--- src/rtl/rgb_to_hsx_pipe.sv ---
// RGB to HSL/HSV pixel converter; mode and sideband tag travel with each pixel.
// Latency: FRAC+5 cycles from input transfer to out_valid when never stalled.
// Backpressure: single advance enable (!out_valid | out_ready) freezes every stage together.
module rgb_to_hsx_pipe #(
    parameter int DW    = 8,
    parameter int OW    = 8,
    parameter int SCALE = 240,
    parameter int FRAC  = 10,
    parameter int UW    = 2
) (
    input  logic          clk,
    input  logic          rst_n,
    input  logic          in_valid,
    output logic          in_ready,
    input  logic          in_mode,
    input  logic [UW-1:0] in_user,
    input  logic [DW-1:0] R,
    input  logic [DW-1:0] G,
    input  logic [DW-1:0] B,
    output logic          out_valid,
    input  logic          out_ready,
    output logic [OW-1:0] H,
    output logic [OW-1:0] S,
    output logic [OW-1:0] X,
    output logic          out_mode,
    output logic [UW-1:0] out_user
);
    localparam int NST = FRAC + 1;                    // divider stages
    localparam int PW  = $clog2(SCALE + 1) + FRAC + 1; // scaled fixed-point width with headroom
    localparam int XW  = DW + FRAC + 1;

    localparam logic [DW:0]    FULL_S   = {1'b0, {DW{1'b1}}};
    localparam logic [DW:0]    TWO_FULL = {{DW{1'b1}}, 1'b0};
    localparam logic [XW-1:0]  FULL_X   = XW'((1 << DW) - 1);
    localparam logic [PW-1:0]  HALF     = PW'(1) << (FRAC - 1);
    localparam logic [PW-1:0]  SCL      = PW'(SCALE);
    localparam logic [PW-1:0]  SIXTH    = PW'(SCALE / 6);
    localparam logic [PW-1:0]  OFF1     = PW'(SCALE / 3) << FRAC;
    localparam logic [PW-1:0]  OFF2     = PW'(2 * SCALE / 3) << FRAC;
    localparam logic [PW-1:0]  WRAP     = SCL << FRAC;

    typedef struct packed {
        logic [1:0]    sec;
        logic          hneg;
        logic          mode;
        logic [UW-1:0] user;
        logic [FRAC:0] qx;
    } side_t;

    // Two restoring dividers side by side: s = saturation, h = hue fraction.
    typedef struct packed {
        logic [DW:0]   rs;
        logic [DW:0]   rh;
        logic [DW-1:0] ds;
        logic [DW-1:0] dh;
        logic [FRAC:0] qs;
        logic [FRAC:0] qh;
    } div_t;

    function automatic div_t div_step(input div_t d, input logic first);
        logic [DW:0] ts;
        logic [DW:0] th;
        div_t        n;
        n  = d;
        ts = first ? d.rs : (d.rs << 1);
        th = first ? d.rh : (d.rh << 1);
        if (ts >= {1'b0, d.ds}) begin
            n.rs = ts - {1'b0, d.ds};
            n.qs = {d.qs[FRAC-1:0], 1'b1};
        end else begin
            n.rs = ts;
            n.qs = {d.qs[FRAC-1:0], 1'b0};
        end
        if (th >= {1'b0, d.dh}) begin
            n.rh = th - {1'b0, d.dh};
            n.qh = {d.qh[FRAC-1:0], 1'b1};
        end else begin
            n.rh = th;
            n.qh = {d.qh[FRAC-1:0], 1'b0};
        end
        return n;
    endfunction

    function automatic logic [OW-1:0] rnd(input logic [PW-1:0] v);
        logic [PW-1:0] t;
        t = v + HALF;
        return OW'(t >> FRAC);
    endfunction

    logic adv;
    assign adv      = !out_valid || out_ready;
    assign in_ready = adv;

    // stage 1: extremes, sector (ties R > G > B) and signed hue numerator
    logic [1:0]    sec_c, sec1;
    logic          hneg_c, hneg1, v1, mode1;
    logic [DW-1:0] mx_c, mn_c, hm_c, mx1, mn1, hm1;
    logic [UW-1:0] user1;

    // Pick max/min and the hue numerator of the winning sector.
    always_comb begin
        sec_c  = 2'd0;
        mx_c   = R;
        mn_c   = (G < B) ? G : B;
        hneg_c = (G < B);
        hm_c   = hneg_c ? (B - G) : (G - B);
        if (!(R >= G && R >= B)) begin
            if (G >= B) begin
                sec_c  = 2'd1;
                mx_c   = G;
                mn_c   = (R < B) ? R : B;
                hneg_c = (B < R);
                hm_c   = hneg_c ? (R - B) : (B - R);
            end else begin
                sec_c  = 2'd2;
                mx_c   = B;
                mn_c   = (R < G) ? R : G;
                hneg_c = (R < G);
                hm_c   = hneg_c ? (G - R) : (R - G);
            end
        end
    end

    // stage 2: divider operands; zero divisors only occur with a zero numerator, so feed 1
    logic [DW-1:0] diff_c;
    logic [DW:0]   sum_c, denl_c;
    logic [XW-1:0] xnum_c;
    div_t          div_c, div2;
    side_t         side_c, side2;
    logic          v2;

    // HSL lightness uses sum/(2*FULL) == (sum*2^(FRAC-1))/FULL, so one constant divisor covers both modes.
    always_comb begin
        diff_c   = mx1 - mn1;
        sum_c    = {1'b0, mx1} + {1'b0, mn1};
        denl_c   = (sum_c <= FULL_S) ? sum_c : (TWO_FULL - sum_c);
        div_c    = '0;
        div_c.rs = {1'b0, diff_c};
        div_c.rh = {1'b0, hm1};
        div_c.ds = mode1 ? mx1 : denl_c[DW-1:0];
        if (div_c.ds == '0) div_c.ds = DW'(1);
        div_c.dh = (diff_c == '0) ? DW'(1) : diff_c;
        xnum_c   = mode1 ? (XW'(mx1) << FRAC) : (XW'(sum_c) << (FRAC - 1));
        side_c.sec  = sec1;
        side_c.hneg = hneg1;
        side_c.mode = mode1;
        side_c.user = user1;
        side_c.qx   = NST'(xnum_c / FULL_X);
    end

    // divider stages: one quotient bit each, MSB (integer bit) first
    logic [NST-1:0] vd;
    side_t          sd [NST];
    div_t           dd [NST];
    div_t           dn [NST];

    // Next value of every divider stage.
    always_comb begin
        dn[0] = div_step(div2, 1'b1);
        for (int j = 1; j < NST; j++) dn[j] = div_step(dd[j-1], 1'b0);
    end

    // stage 14: scale quotients and place hue in its sector, folding negatives by one turn
    logic [PW-1:0] off_c, p_c, hr_c, xp14, sp14, hr14;
    logic          v14, mode14;
    logic [UW-1:0] user14;
    logic [OW-1:0] h_c;

    // Hue offset plus signed fraction, wrapped into [0, SCALE*2^FRAC).
    always_comb begin
        case (sd[NST-1].sec)
            2'd1:    off_c = OFF1;
            2'd2:    off_c = OFF2;
            default: off_c = '0;
        endcase
        p_c = PW'(dd[NST-1].qh) * SIXTH;
        if (!sd[NST-1].hneg)    hr_c = off_c + p_c;
        else if (off_c >= p_c)  hr_c = off_c - p_c;
        else                    hr_c = off_c + WRAP - p_c;
    end

    // Rounded hue can land on SCALE exactly; fold that to 0.
    always_comb begin
        h_c = rnd(hr14);
        if (h_c >= OW'(SCALE)) h_c = h_c - OW'(SCALE);
    end

    // All pipeline registers, moving only when the output is free.
    always_ff @(posedge clk or negedge rst_n) begin
        if (!rst_n) begin
            v1 <= 1'b0; mode1 <= 1'b0; user1 <= '0; sec1 <= '0; hneg1 <= 1'b0;
            mx1 <= '0; mn1 <= '0; hm1 <= '0;
            v2 <= 1'b0; side2 <= '0; div2 <= '0;
            vd <= '0;
            for (int j = 0; j < NST; j++) begin
                sd[j] <= '0;
                dd[j] <= '0;
            end
            v14 <= 1'b0; mode14 <= 1'b0; user14 <= '0; xp14 <= '0; sp14 <= '0; hr14 <= '0;
            out_valid <= 1'b0; H <= '0; S <= '0; X <= '0; out_mode <= 1'b0; out_user <= '0;
        end else if (adv) begin
            v1 <= in_valid; mode1 <= in_mode; user1 <= in_user; sec1 <= sec_c; hneg1 <= hneg_c;
            mx1 <= mx_c; mn1 <= mn_c; hm1 <= hm_c;
            v2 <= v1; side2 <= side_c; div2 <= div_c;
            vd    <= {vd[NST-2:0], v2};
            sd[0] <= side2;
            dd[0] <= dn[0];
            for (int j = 1; j < NST; j++) begin
                sd[j] <= sd[j-1];
                dd[j] <= dn[j];
            end
            v14    <= vd[NST-1];
            mode14 <= sd[NST-1].mode;
            user14 <= sd[NST-1].user;
            xp14   <= PW'(sd[NST-1].qx) * SCL;
            sp14   <= PW'(dd[NST-1].qs) * SCL;
            hr14   <= hr_c;
            out_valid <= v14;
            H         <= h_c;
            S         <= rnd(sp14);
            X         <= rnd(xp14);
            out_mode  <= mode14;
            out_user  <= user14;
        end
    end
endmodule

--- config.mk ---
export PLATFORM = sky130hd
export DESIGN_NAME = rgb_to_hsx_pipe
export DESIGN_NICKNAME = d
export VERILOG_FILES = /design/src/rtl/rgb_to_hsx_pipe.sv
export SDC_FILE = /design/constraint.sdc
export NUM_CORES = 2
export LEC_CHECK = 0
export BUFFER_PORTS_ARGS = -buffer_cell sky130_fd_sc_hd__buf_2
export CAP_MARGIN = 20
export CORE_MARGIN = 2
export CORE_UTILIZATION = 50
export DETAILED_ROUTE_END_ITERATION = 8
export GPL_ROUTABILITY_DRIVEN = 0
export PLACE_DENSITY_LB_ADDON = 0.12
export SETUP_SLACK_MARGIN = 0.2
export SKIP_CTS_REPAIR_TIMING = 1
export SLEW_MARGIN = 40
export SYNTH_ARGS = -nofsm -noshare
export SYNTH_HDL_FRONTEND = slang
export SYNTH_SLANG_ARGS = --single-unit
--- constraint.sdc ---
create_clock -name clk -period 14.25 [get_ports clk]
set_input_delay 0.7125 -clock clk [delete_from_list [all_inputs] [get_ports clk]]
set_output_delay 0.7125 -clock clk [all_outputs]
set_load 0.05 [all_outputs]
==> Implementation_results.wiki <==
{| class="wikitable"
! Metric !! Value
|-
| First-pass GRT wire length || 159 mm
|-
| Maximum number of pins on one net before global-route repair || 178
|-
| Setup TNS || 0 ns
|-
| Outcome || complete, no violations
|-
| Wire length per cell || ~14 microns
|-
| Fraction of registers with async set/reset || between 90% and 100%
|-
| Latest clock arrival within the worst-skew pair || 0.65 ns
|-
| Routed WL || 91.4 mm
|-
| Critical Path Most Common Cell || ha_1
|-
| Data arrival time of the worst path || ~12 ns
|-
| Worst r2r src || mx1[0]$_DFFE_PN0P_
|-
| Capturing point of the worst reg2reg path || side2[0]$_DFFE_PN0P_
|-
| Area contributors post-synth || dfrtp_1 44%, nand2_1 11%, ha_1 8.7%
|-
| First-pass DRT Iterations || 8
|-
| Post-synth design cell area || 44600 sq um
|-
| Min-delay worst type || in -> reg
|-
| RSZ-0062 raised after global routing || no
|-
| Combined global-route utilization of all metal layers || 20.7%
|-
| Number of global-route vias before repair || 33000
|-
| Mapped Nets || 5598
|-
| # fillers || 8283
|-
| Worst Reg-to-Reg Cells || 45
|-
| Timing endpoint of the critical path || side2[0]$_DFFE_PN0P_
|-
| # DRC || 0
|-
| # setup viols final || 0
|-
| Total core area || ~88000 sq um
|-
| Most frequent standard cell in the layout excluding fill and tap cells || nand2_1
|-
| Cell taking the most area after synthesis || dfrtp_1
|-
| Final clock period utilization by the worst path || 81.6%
|-
| CTS clk-pin slew, worst paths || 0.07 ns
|-
| Top-Level Pins || 60
|-
| Hold violation total from the final report || 0
|-
| Cell Rows || around 110
|-
| Die span in x || between 300 and 400 microns
|-
| Avg Synthesized Cell Area || between 8 and 9 sq um
|-
| Setup clock skew after layout || approximately 0.027 ns
|-
| Port buffer count || 59
|-
| Antenna violations before repair || 0
|-
| Kind of start point of the critical path || flop
|-
| Sequential fraction of the synthesis area || around 44%
|-
| Largest buffer count on any clock path || 3
|-
| TritonCTS clock tree || built
|-
| Peak clock frequency supported by timing || 0.0859 GHz
|-
| Stages on the worst setup path || 45
|-
| Top cell type's share of synthesized area || 44.4%
|-
| Max FO, Critical Path || 9
|-
| Largest stage delay on the critical path || 0.63 ns
|-
| Critical path type || reg -> reg
|-
| Count of flip-flops with a built-in enable after synthesis || 0
|-
| CTS root buf || clkbuf_16
|-
| Post-synthesis register bit count || 790
|-
| Iteration-0 DRC Markers || 2008
|-
| Worst-Margin Slew || 0.817 ns
|-
| Clock buffers created by TritonCTS || 88
|-
| CP max stage cell || a211oi_2
|-
| Worst endpoint required time || 14.76 ns
|-
| Number of buffer and inverter stages on the critical path || 2
|-
| Area delta synth->final || 9.68%
|-
| Count of nets left with antenna violations after detail routing || 0
|-
| Number of clock sinks || 790
|-
| Starting density of the core || 50.4%
|-
| Commonest cells after routing, fill and taps aside || 1355 x nand2_1, 790 x dfrtp_1, 443 x a21oi_1, 424 x nor2_1, 345 x o21ai_0
|-
| Capturing element type of the critical path || flop
|-
| NumNets Final || 5553
|-
| Gate family responsible for the most delay along the worst path || simple AND/OR/NAND/NOR gates
|-
| H-tree levels || 3
|-
| Number of diodes || 0
|-
| Layout cells sized above 1 || 5.80%
|-
| Die H || between 300 and 400 microns
|-
| Count of maximum capacitance violations || 0
|-
| Full die area || 91500 sq um
|-
| Number of different library cells in the post-synthesis netlist || 100
|-
| Startpoint of the most critical setup path || mx1[0]$_DFFE_PN0P_
|-
| Via count || 33500
|-
| Gate Count Post-Synth || between 5000 and 6000
|-
| Synthesis Warnings || 0
|-
| Final critical path time including I/O delays and setup || roughly 12 ns
|-
| Grt ovf || 0
|-
| Routed vias/inst || approximately 5.2
|-
| Detail Placement HPWL || about 62 mm
|-
| Number of slew-limit violations in the final report || 0
|-
| Most used DFF post-synth || dfrtp_1
|-
| Tightest slew margin relative to the limit || 45.6%
|-
| Register-to-register path setup slack || 2.62 ns
|}
[metrics by stage]
step / area [sq um] / setup slack, ns / util [%] / hold WS (ns) / std cells
3_5_place_dp: 45900 / 2.84 / 51.9 / 0.452 / 6216
5_1_grt: 48900 / 1.66 / 55.3 / 0.241 / 6375
2_1_floorplan: 44600 / 4.43 / - / 0.417 / 5190
6_report: 48900 / 2.62 / 55.3 / 0.274 / 6375
4_1_cts: 48800 / 2.76 / 55.2 / 0.114 / 6371
3_3_place_gp: 45700 / 3.01 / 51.7 / 0.449 / 6214
[registers in the layout, summed over array words and instances (netlist names), 2 cells and up]
name and count:
dd 452, sd 187, div2 32, side2 17, vd 11, hr14 9, sp14 9, xp14 9
H 8, S 8, X 8, hm1 8, mn1 8, mx1 8, out_user 2, sec1 2
user14 2, user1 2
[per-layer routing]
layer	part of all wire (%)	vias to the layer above	global-route usage, %	routed length, microns
li1	-	17200	-	-
met1	49	15800	28.8	44300
met4	2.4	0	5.51	2220
met2	46	369	34.0	42100
met3	3.0	132	2.82	2700
met5	0	-	0	0
[how the worst min path moves through the flow]
stage | cells after the start | endpoint | startpoint | slack, ns
2_1_floorplan | 0 | H[0]$_DFFE_PN0P_ | rst_n | 0.42
3_3_place_gp | 2 | sd[144]$_DFFE_PN0P_ | sd[144]$_DFFE_PN0P_ | 0.45
3_5_place_dp | 2 | S[0]$_DFFE_PN0P_ | S[0]$_DFFE_PN0P_ | 0.45
4_1_cts | 1 | mx1[0]$_DFFE_PN0P_ | rst_n | 0.11
5_1_grt | 3 | v1$_DFFE_PN0P_ | in_valid | 0.24
6_report | 3 | v1$_DFFE_PN0P_ | in_valid | 0.27
[cells in the mapped netlist, drive strengths merged, types with 6 or more instances]
cell type / number
a2111oi: 6
a211o: 11
a211oi: 15
a21o: 121
a21oi: 461
a221o: 6
a221oi: 10
a31oi: 15
and2: 13
and3: 12
buf: 26
clkbuf: 203
dfrtp: 790
fa: 66
ha: 311
inv: 307
mux2i: 21
nand2: 1356
nand2b: 42
nand3: 50
nand4: 32
nor2: 425
nor2b: 50
nor3: 84
o2111ai: 6
o211ai: 15
o21a: 35
o21ai: 351
o21bai: 31
o22ai: 27
o2bb2ai: 6
o31ai: 23
or2: 7
or3: 13
xnor2: 124
xor2: 53
[cell type report]
cell class / instances / area, sq um / area share [%]
Tap cell: 1165 / 1460 / 2.98
Clock inverter: 26 / 300 / 0.615
Sequential cell: 790 / 19800 / 40.5
Clock buffer: 129 / 2570 / 5.25
Timing Repair Buffer: 94 / 762 / 1.56
Multi-Input combinational cell: 3864 / 22800 / 46.8
Inverter: 307 / 1160 / 2.38
[cell families after synthesis]
| logic type | synth area share (%) |
|---|---|
| adder cells (fa/ha/maj) | 11.7 |
| AO/OA/AOI/OAI | 16.0 |
| buffers and inverters | 4.58 |
| multiplexers | 0.539 |
| AND/OR/NAND/NOR | 19.3 |
| XOR/XNOR | 3.50 |
| flip-flops | 44.4 |
[worst reg2reg max path: cells and delay by family (launching register included)]
| family | cells | cell delay, ns |
|---|---|---|
| simple gates | 18 | 4.23 |
| compound gates | 17 | 4.00 |
| fa+ha+maj | 7 | 2.37 |
| flops | 1 | 0.45 |
| xor+xnor | 1 | 0.26 |
| buf+inv | 2 | 0.18 |
Power is left out: the tool's default activity adds up to more than one toggle a clock period on the data nets, which glitch-free logic cannot reach.
